===== src/rtl/uart_rx_param.sv =====
`timescale 1ns/1ps
// uart_rx_param: parametrised UART receiver.
// Oversamples the asynchronous RX pin with an internal baud counter, rejects
// false starts, checks parity and stop bits, and holds each received word on
// a valid/ready handshake with overrun detection.
//
// Handshake: rx_valid rises on the edge that commits a frame and stays high
// until a cycle where rx_valid & rx_ready, clearing on the next edge.
// data_out and the error flags change only on a commit, so they are stable
// while rx_valid is high. A commit in the same cycle as an acceptance wins:
// rx_valid stays high with the new word and no overrun is flagged.
module uart_rx_param #(
  parameter int CLKS_PER_BIT = 868,
  parameter int DATA_BITS    = 8,
  parameter int PARITY       = 0,
  parameter int STOP_BITS    = 1
) (
  input  logic                 system_clk,
  input  logic                 rst_n,
  input  logic                 rx_data,
  input  logic                 rx_ready,
  output logic [DATA_BITS-1:0] data_out,
  output logic                 rx_valid,
  output logic                 parity_err,
  output logic                 frame_err,
  output logic                 overrun_err,
  output logic                 busy,
  output logic [2:0]           flag_state
);

  localparam int            CW         = $clog2(CLKS_PER_BIT);
  localparam logic [CW-1:0] CNT_HALF   = CW'(CLKS_PER_BIT / 2 - 1);
  localparam logic [CW-1:0] CNT_FULL   = CW'(CLKS_PER_BIT - 1);
  localparam logic [3:0]    LAST_BIT   = 4'(DATA_BITS - 1);
  localparam logic          LAST_STOP  = (STOP_BITS == 2);
  localparam logic          HAS_PARITY = (PARITY != 0);
  localparam logic          ODD_PARITY = (PARITY == 1);

  typedef enum logic [2:0] {
    S_IDLE   = 3'd0,
    S_START  = 3'd1,
    S_DATA   = 3'd2,
    S_PARITY = 3'd3,
    S_STOP   = 3'd4
  } state_t;

  state_t                 state;
  state_t                 state_next;
  logic                   sync_1;
  logic                   rx_s;
  logic [CW-1:0]          cnt;
  logic [3:0]             bit_idx;
  logic                   stop_idx;
  logic [DATA_BITS-1:0]   sr;
  logic                   armed;
  logic                   perr_acc;
  logic                   ferr_acc;

  // Strobes decoded from the FSM for the datapath.
  logic                   cnt_clr;
  logic                   go_start;
  logic                   shift_en;
  logic                   par_en;
  logic                   stop_en;
  logic                   commit;
  logic                   par_calc;

  // Two-flop synchroniser; resets to the idle (high) line level.
  always_ff @(posedge system_clk or negedge rst_n) begin
    if (!rst_n) begin
      sync_1 <= 1'b1;
      rx_s   <= 1'b1;
    end else begin
      sync_1 <= rx_data;
      rx_s   <= sync_1;
    end
  end

  // FSM state register.
  always_ff @(posedge system_clk or negedge rst_n) begin
    if (!rst_n) state <= S_IDLE;
    else        state <= state_next;
  end

  // Next-state logic and sampling strobes; every sample also clears cnt.
  always_comb begin
    state_next = state;
    cnt_clr    = 1'b0;
    go_start   = 1'b0;
    shift_en   = 1'b0;
    par_en     = 1'b0;
    stop_en    = 1'b0;
    commit     = 1'b0;
    case (state)
      S_IDLE: begin
        cnt_clr = 1'b1;
        // Only a high-to-low transition seen from IDLE starts a frame, so a
        // held-low line after a break does not retrigger.
        if (!rx_s && armed) begin
          state_next = S_START;
          go_start   = 1'b1;
        end
      end
      S_START: begin
        if (cnt == CNT_HALF) begin
          cnt_clr    = 1'b1;
          state_next = rx_s ? S_IDLE : S_DATA;
        end
      end
      S_DATA: begin
        if (cnt == CNT_FULL) begin
          cnt_clr  = 1'b1;
          shift_en = 1'b1;
          if (bit_idx == LAST_BIT) state_next = HAS_PARITY ? S_PARITY : S_STOP;
        end
      end
      S_PARITY: begin
        if (cnt == CNT_FULL) begin
          cnt_clr    = 1'b1;
          par_en     = 1'b1;
          state_next = S_STOP;
        end
      end
      S_STOP: begin
        if (cnt == CNT_FULL) begin
          cnt_clr = 1'b1;
          stop_en = 1'b1;
          if (stop_idx == LAST_STOP) begin
            commit     = 1'b1;
            state_next = S_IDLE;
          end
        end
      end
      default: begin
        cnt_clr    = 1'b1;
        state_next = S_IDLE;
      end
    endcase
  end

  // Baud counter: free-runs inside a bit period, cleared on entry and sample.
  always_ff @(posedge system_clk or negedge rst_n) begin
    if (!rst_n)       cnt <= '0;
    else if (cnt_clr) cnt <= '0;
    else              cnt <= cnt + 1'b1;
  end

  // Data bit and stop bit indices for the current frame.
  always_ff @(posedge system_clk or negedge rst_n) begin
    if (!rst_n) begin
      bit_idx  <= '0;
      stop_idx <= 1'b0;
    end else if (state == S_IDLE) begin
      bit_idx  <= '0;
      stop_idx <= 1'b0;
    end else begin
      if (shift_en) bit_idx  <= bit_idx + 4'd1;
      if (stop_en)  stop_idx <= 1'b1;
    end
  end

  // Start-edge arming: set while idling on a high line, dropped on START.
  always_ff @(posedge system_clk or negedge rst_n) begin
    if (!rst_n)                        armed <= 1'b0;
    else if (state == S_IDLE && rx_s)  armed <= 1'b1;
    else if (go_start)                 armed <= 1'b0;
  end

  // Receive shift register: LSB arrives first, so shift in at the MSB.
  always_ff @(posedge system_clk or negedge rst_n) begin
    if (!rst_n)        sr <= '0;
    else if (shift_en) sr <= {rx_s, sr[DATA_BITS-1:1]};
  end

  // XOR of the complete data word with the received parity bit.
  assign par_calc = (^sr) ^ rx_s;

  // Per-frame parity and framing error accumulators.
  always_ff @(posedge system_clk or negedge rst_n) begin
    if (!rst_n) begin
      perr_acc <= 1'b0;
      ferr_acc <= 1'b0;
    end else if (go_start) begin
      perr_acc <= 1'b0;
      ferr_acc <= 1'b0;
    end else begin
      if (par_en)           perr_acc <= ODD_PARITY ? ~par_calc : par_calc;
      if (stop_en && !rx_s) ferr_acc <= 1'b1;
    end
  end

  // Output holding register with the valid/ready handshake and overrun pulse.
  always_ff @(posedge system_clk or negedge rst_n) begin
    if (!rst_n) begin
      data_out    <= '0;
      rx_valid    <= 1'b0;
      parity_err  <= 1'b0;
      frame_err   <= 1'b0;
      overrun_err <= 1'b0;
    end else if (commit) begin
      data_out    <= sr;
      parity_err  <= HAS_PARITY & perr_acc;
      frame_err   <= ferr_acc | ~rx_s;
      rx_valid    <= 1'b1;
      overrun_err <= rx_valid & ~rx_ready;
    end else begin
      overrun_err <= 1'b0;
      if (rx_valid && rx_ready) rx_valid <= 1'b0;
    end
  end

  assign busy       = (state != S_IDLE);
  assign flag_state = state;

endmodule


===== config.mk =====
export PLATFORM = sky130hd
export DESIGN_NAME = uart_rx_param
export DESIGN_NICKNAME = d
export VERILOG_FILES = /design/src/rtl/uart_rx_param.sv
export SDC_FILE = /design/constraint.sdc
export NUM_CORES = 1
export LEC_CHECK = 0
export ABC_CLOCK_PERIOD_IN_PS = 2400
export CORE_MARGIN = 10
export CORE_UTILIZATION = 60
export DETAILED_ROUTE_END_ITERATION = 8
export DONT_BUFFER_PORTS = 1
export GPL_TIMING_DRIVEN = 1
export PLACE_DENSITY = 0.86
export SLEW_MARGIN = 20
export SYNTH_ARGS = -nofsm -noshare
export SYNTH_HDL_FRONTEND = slang
export SYNTH_SLANG_ARGS = --single-unit

===== constraint.sdc =====
create_clock -name system_clk -period 2.4 [get_ports system_clk]
set_input_delay 0 -clock system_clk [delete_from_list [all_inputs] [get_ports system_clk]]
set_output_delay 0 -clock system_clk [all_outputs]
set_load 0.05 [all_outputs]

== After elaboration in Yosys (flattened, before gate mapping) ==
Index checks and enable logic that the tools add are counted.
Word-level totals
  word-level logic and storage cells: 78
  input bits: 4
  bits in registers: 41
  output and inout port bits: 16
Operators by class
  bitwise logic cells: 4
  reduce and logical (&&, ||, !) cells: 14
  $add $sub $neg: 2
  equal/unequal tests: 14
  muxes and demuxes: 31
Operator list (count)
  $mux 3: 7
  $mux 1: 18
  $pmux 3 s5: 1
  $ne 2x2->1 const B: 7
  $add 10x1->10 const B: 1
  $eq 10x10->1 const B: 1
  $eq 10x9->1 const B: 1
  $mux 10: 1
  $reduce_bool 2->1: 5
  $mux 4: 2
  $reduce_and 7->1: 1
  $eq 3x2->1 const B: 2
  $add 4x1->4 const B: 1
  $eq 4x3->1 const B: 1
  $logic_and 1x1->1: 4
  $eq 3x1->1 const B: 1
  $eq 3x3->1 const B: 1
  $logic_not 3->1: 1
  $reduce_bool 3->1: 1
  $reduce_or 3->1: 1
  $mux 2: 1
  $not 1->1: 2
  $pmux 1 s2: 1
  $and 1x1->1: 1
  2 further kinds: 2

== Depth between registers and ports, before layout ==
  depth in word-level cells: 6
  gate-level depth with buffers: 6

== Worst setup path after synthesis ==
No wires, ideal clock.
  path kind: reg-to-reg
  start: register state[2], in the netlist flag_state[2]
  end: register data_out[0]
  stages on the path, launching flop included: 6
  clock period less this slack: 2178 ps
  setup slack: 222 ps
  arrival: 2053 ps
  buffers on the path: 2
  cells stage by stage: dfrtp_1 buf_2 or3b_1 or3_4 buf_6 mux2_4
Between the ends
  longest elaborated chain between the ends: 2
RTL lines
  start: declaration: line 47  | state_t state;
  start signal: assignment: line 82  | else state <= state_next;
  $eq 3x3->1: line 94  | case (state)
  $mux 1: line 94
  end signal: assignment: line 201  | data_out <= sr;
  end: declaration: line 22  | output logic [DATA_BITS-1:0] data_out,
Every way passes these cells.
A chain may end at the register's enable or synchronous reset.

== Final worst setup path ==
  start: register cnt[0]
  end: register bit_idx[2]
Between the ends
  longest elaborated chain between the ends: 4
RTL lines
  start: declaration: line 51  | logic [CW-1:0] cnt;
  start signal: assignment: line 145  | else cnt <= cnt + 1'b1;
  $eq 10x10->1: line 111  | if (cnt == CNT_FULL) begin
  $mux 1: line 111
  $mux 1: line 94
  $reduce_bool 2->1 (no line)
  end signal: assignment: line 157  | if (shift_en) bit_idx <= bit_idx + 4'd1;
  end: declaration: line 52  | logic [3:0] bit_idx;
Every way passes these cells.

==> impl_metrics.toml <==
[clocking]
htreeDepth = 2
holdBufCountCts = 4
ctsResizeCount = 0
cts.clk_slew.worst_paths_ns = 0.12
insertion_delay_ns = 0.34
tritoncts = "yes"
cts_buffers = 5
postCtsSetupBuffers = 0
cts_buffer_depth = 2
cts_sinks = 41
cts_root_buf = "clkbuf_4"

[global_route]
grt_pass1_wl_mm = 5.80
first_global_vias = 1237
grt_max_degree = 42
antenna_found_initial = 0
overflow = 0
grt.total_usage_pct = 12.3

[detailed_routing]
num_vias = 1195
firstDrtPassIters = 4
final_antenna_net_count = 0
routedWlPerCell_um = 16.1
routed_wl_mm = 3.38
vias_per_cell = 5.69
drc = 0
drt_iter0_drc = 65

[pwr]
cellLeakagePower_nw = 1.02
ir_drop_uv = 707
total_power_mw = 1.75
power_density_mw_per_mm2 = 850

[yosys]
ys_warn_count = 0
yosysSeqAreaShare_pct = 54.6
avgSynthCellArea_sq_um = 12.2
syn_nets = 161
synth_edf_count = 0
ys_seq_elements = 41
syn_inst = 154
synth-async-reset-ratio_pct = 100
synth_cell_types = 48
ys.flop_type = "dfrtp_1"
netlist_area_sq_mm = 0.00188

[final_layout]
layout.cells.non_filler = 210
syn2layout_area_growth_pct = 9.16
nNetsFinal = 172
antennaDiodeCount = 0
fill_cells = 214
drive_gt1_share_pct = 22.3

[worst_setup_path]
crit_fanout = 10
crit_required_ns = 2.67
endpoint_kind = "register"
critical_path_class = "register to register"
worst-endpoint-arrival_ns = 2.31
cp-start-kind = "register"

[sta]
worstMarginPinSlew_ns = 0.510
drv_slew = 0
max_slew_margin_pct = 66.0
min_period_ns = 2.04
setup_tns_ns = 0
timing.final.crit_share_pct = 85.1
rsz0062_at_grt = "false"
hold_viol_final = 0
setup_viol = 0
skew_ns = 0.0105
fmax_ghz = 0.490

[run_status]
status = "finished, final reports clean"

[placed_design]
hpwl_mm = 2.37
place_congestion = 0.750
dp_cells = 198
port_buffers = 0

[die]
ios = 20
core_area_sq_mm = 0.00303
chipWidth_um = 76.0
dieArea_sq_mm = 0.00578
row_count = 20
start_util_pct = 62.2
die_h_um = 76.0

[run]
cap_violations = 0

[min_path]
hold_path_class = "input pin to asynchronous set/reset pin"
layout by cell type, fill, tap and decap left out, drive strengths merged, types with 2 or more instances in the layout:
master,netlist,layout
nor3b,2,2
buf,5,8
nor2,17,17
dlygate4sd3,0,3
nand2,7,7
or3,2,2
dfrtp,39,39
nand3,7,7
nor3,3,3
inv,3,3
clkbuf,2,7
ha,3,3
nand2b,4,4
nor2b,2,2
and3,2,2
a21oi,2,2
xor2,7,7
xnor2,2,2
mux2,19,19
a22oi,2,2
nand4,2,2
dfstp,2,2
cell families after synthesis:
kind of cell             synth area share, %
adder cells (fa/ha/maj)                 1.99
flip-flops                              54.6
buffers and inverters                   3.12
AND/OR/NAND/NOR                         16.3
other                                  0.199
multiplexers                            13.5
XOR/XNOR                                4.18
AO/OA/AOI/OAI                           6.11
worst max-delay path, cell delays in order, from the launching register on:
cell and delay [ns]:
dfrtp_1 0.43, ha_1 0.23, and4bb_2 0.30, nand4_1 0.28, buf_4 0.29, or3_1 0.31
a21oi_1 0.14
synthesized netlist by cell type (all sizes together), types with 2 or more instances:
library cell  count  share of area [%]
a21oi             2               0.53
nand2b            4                1.3
inv               3               0.60
ha                3                2.0
and3              2               0.66
xnor2             2               0.93
mux2             19                 13
a22oi             2               0.80
nor2b             2               0.66
nand3             7                2.1
or3               2               0.93
dfrtp            39                 52
nand2             7                1.4
buf               5                2.1
nor2             17                3.4
nand4             2               0.66
dfstp             2                2.8
nor3b             2                1.1
clkbuf            2               0.40
nor3              3               0.80
xor2              7                3.3
report_power, final:
group / switching [mW] / total (mW) / internal, mW / leakage, nW
registers: 0.0779 / 0.824 / 0.746 / 0.558
logic: 0.364 / 0.572 / 0.208 / 0.434
clock network: 0.209 / 0.352 / 0.144 / 0.0315
cell type report:
cell class,instances,area [sq um],share of cell area (%)
Sequential cell,41,1030,50.0
Multi-Input combinational cell,103,797,38.7
Timing Repair Buffer,11,103,4.99
Clock buffer,7,55.1,2.68
Tap cell,44,55.1,2.68
Inverter,3,11.3,0.547
Clock inverter,1,7.51,0.365
stage by stage:
step           cell area (sq um)  hold WS, ns  worst slack, ns  util (%)
2_1_floorplan               1880       -0.296            0.222         -
3_3_place_gp                1940       -0.294            0.463      64.2
3_5_place_dp                1940       -0.294            0.389      64.2
4_1_cts                     2060        0.102            0.369      67.9
5_1_grt                     2060        0.102            0.239      67.9
6_report                    2060        0.119            0.358      67.9
layer usage:
metal  vias to the layer above  global-route usage (%)  part of all wire [%]
li1                        562                       -                     -
met1                       596                    13.8                    43
met2                        33                    19.6                    49
met3                         4                    5.78                   7.2
met4                         0                    5.11                  0.83
met5                         -                       0                     0
path summary, 6_finish.rpt:
kind / startpoint / endpoint / slack (ns) / cells past startpoint
min: rst_n / sr[3] / 0.12 / 2
max: cnt[0] / bit_idx[2] / 0.36 / 6
min in group system_clk: rx_data / sync_1 / 0.19 / 1
min reg2reg: sync_1 / rx_s / 0.36 / 0
max reg2reg: cnt[0] / bit_idx[2] / 0.36 / 6
max in group asynchronous: rst_n / rx_s / 2.03 / 2
registers in the layout (all words and copies together), names as in the netlist:
name	flops
data_out	8
cnt	10
sync_1	1
rx_valid	1
sr	8
overrun_err	1
armed	1
rx_s	1
ferr_acc	1
bit_idx	4
frame_err	1
stop_idx	1
flag_state	3
Note: power is estimated with default switching activity, not from simulation.
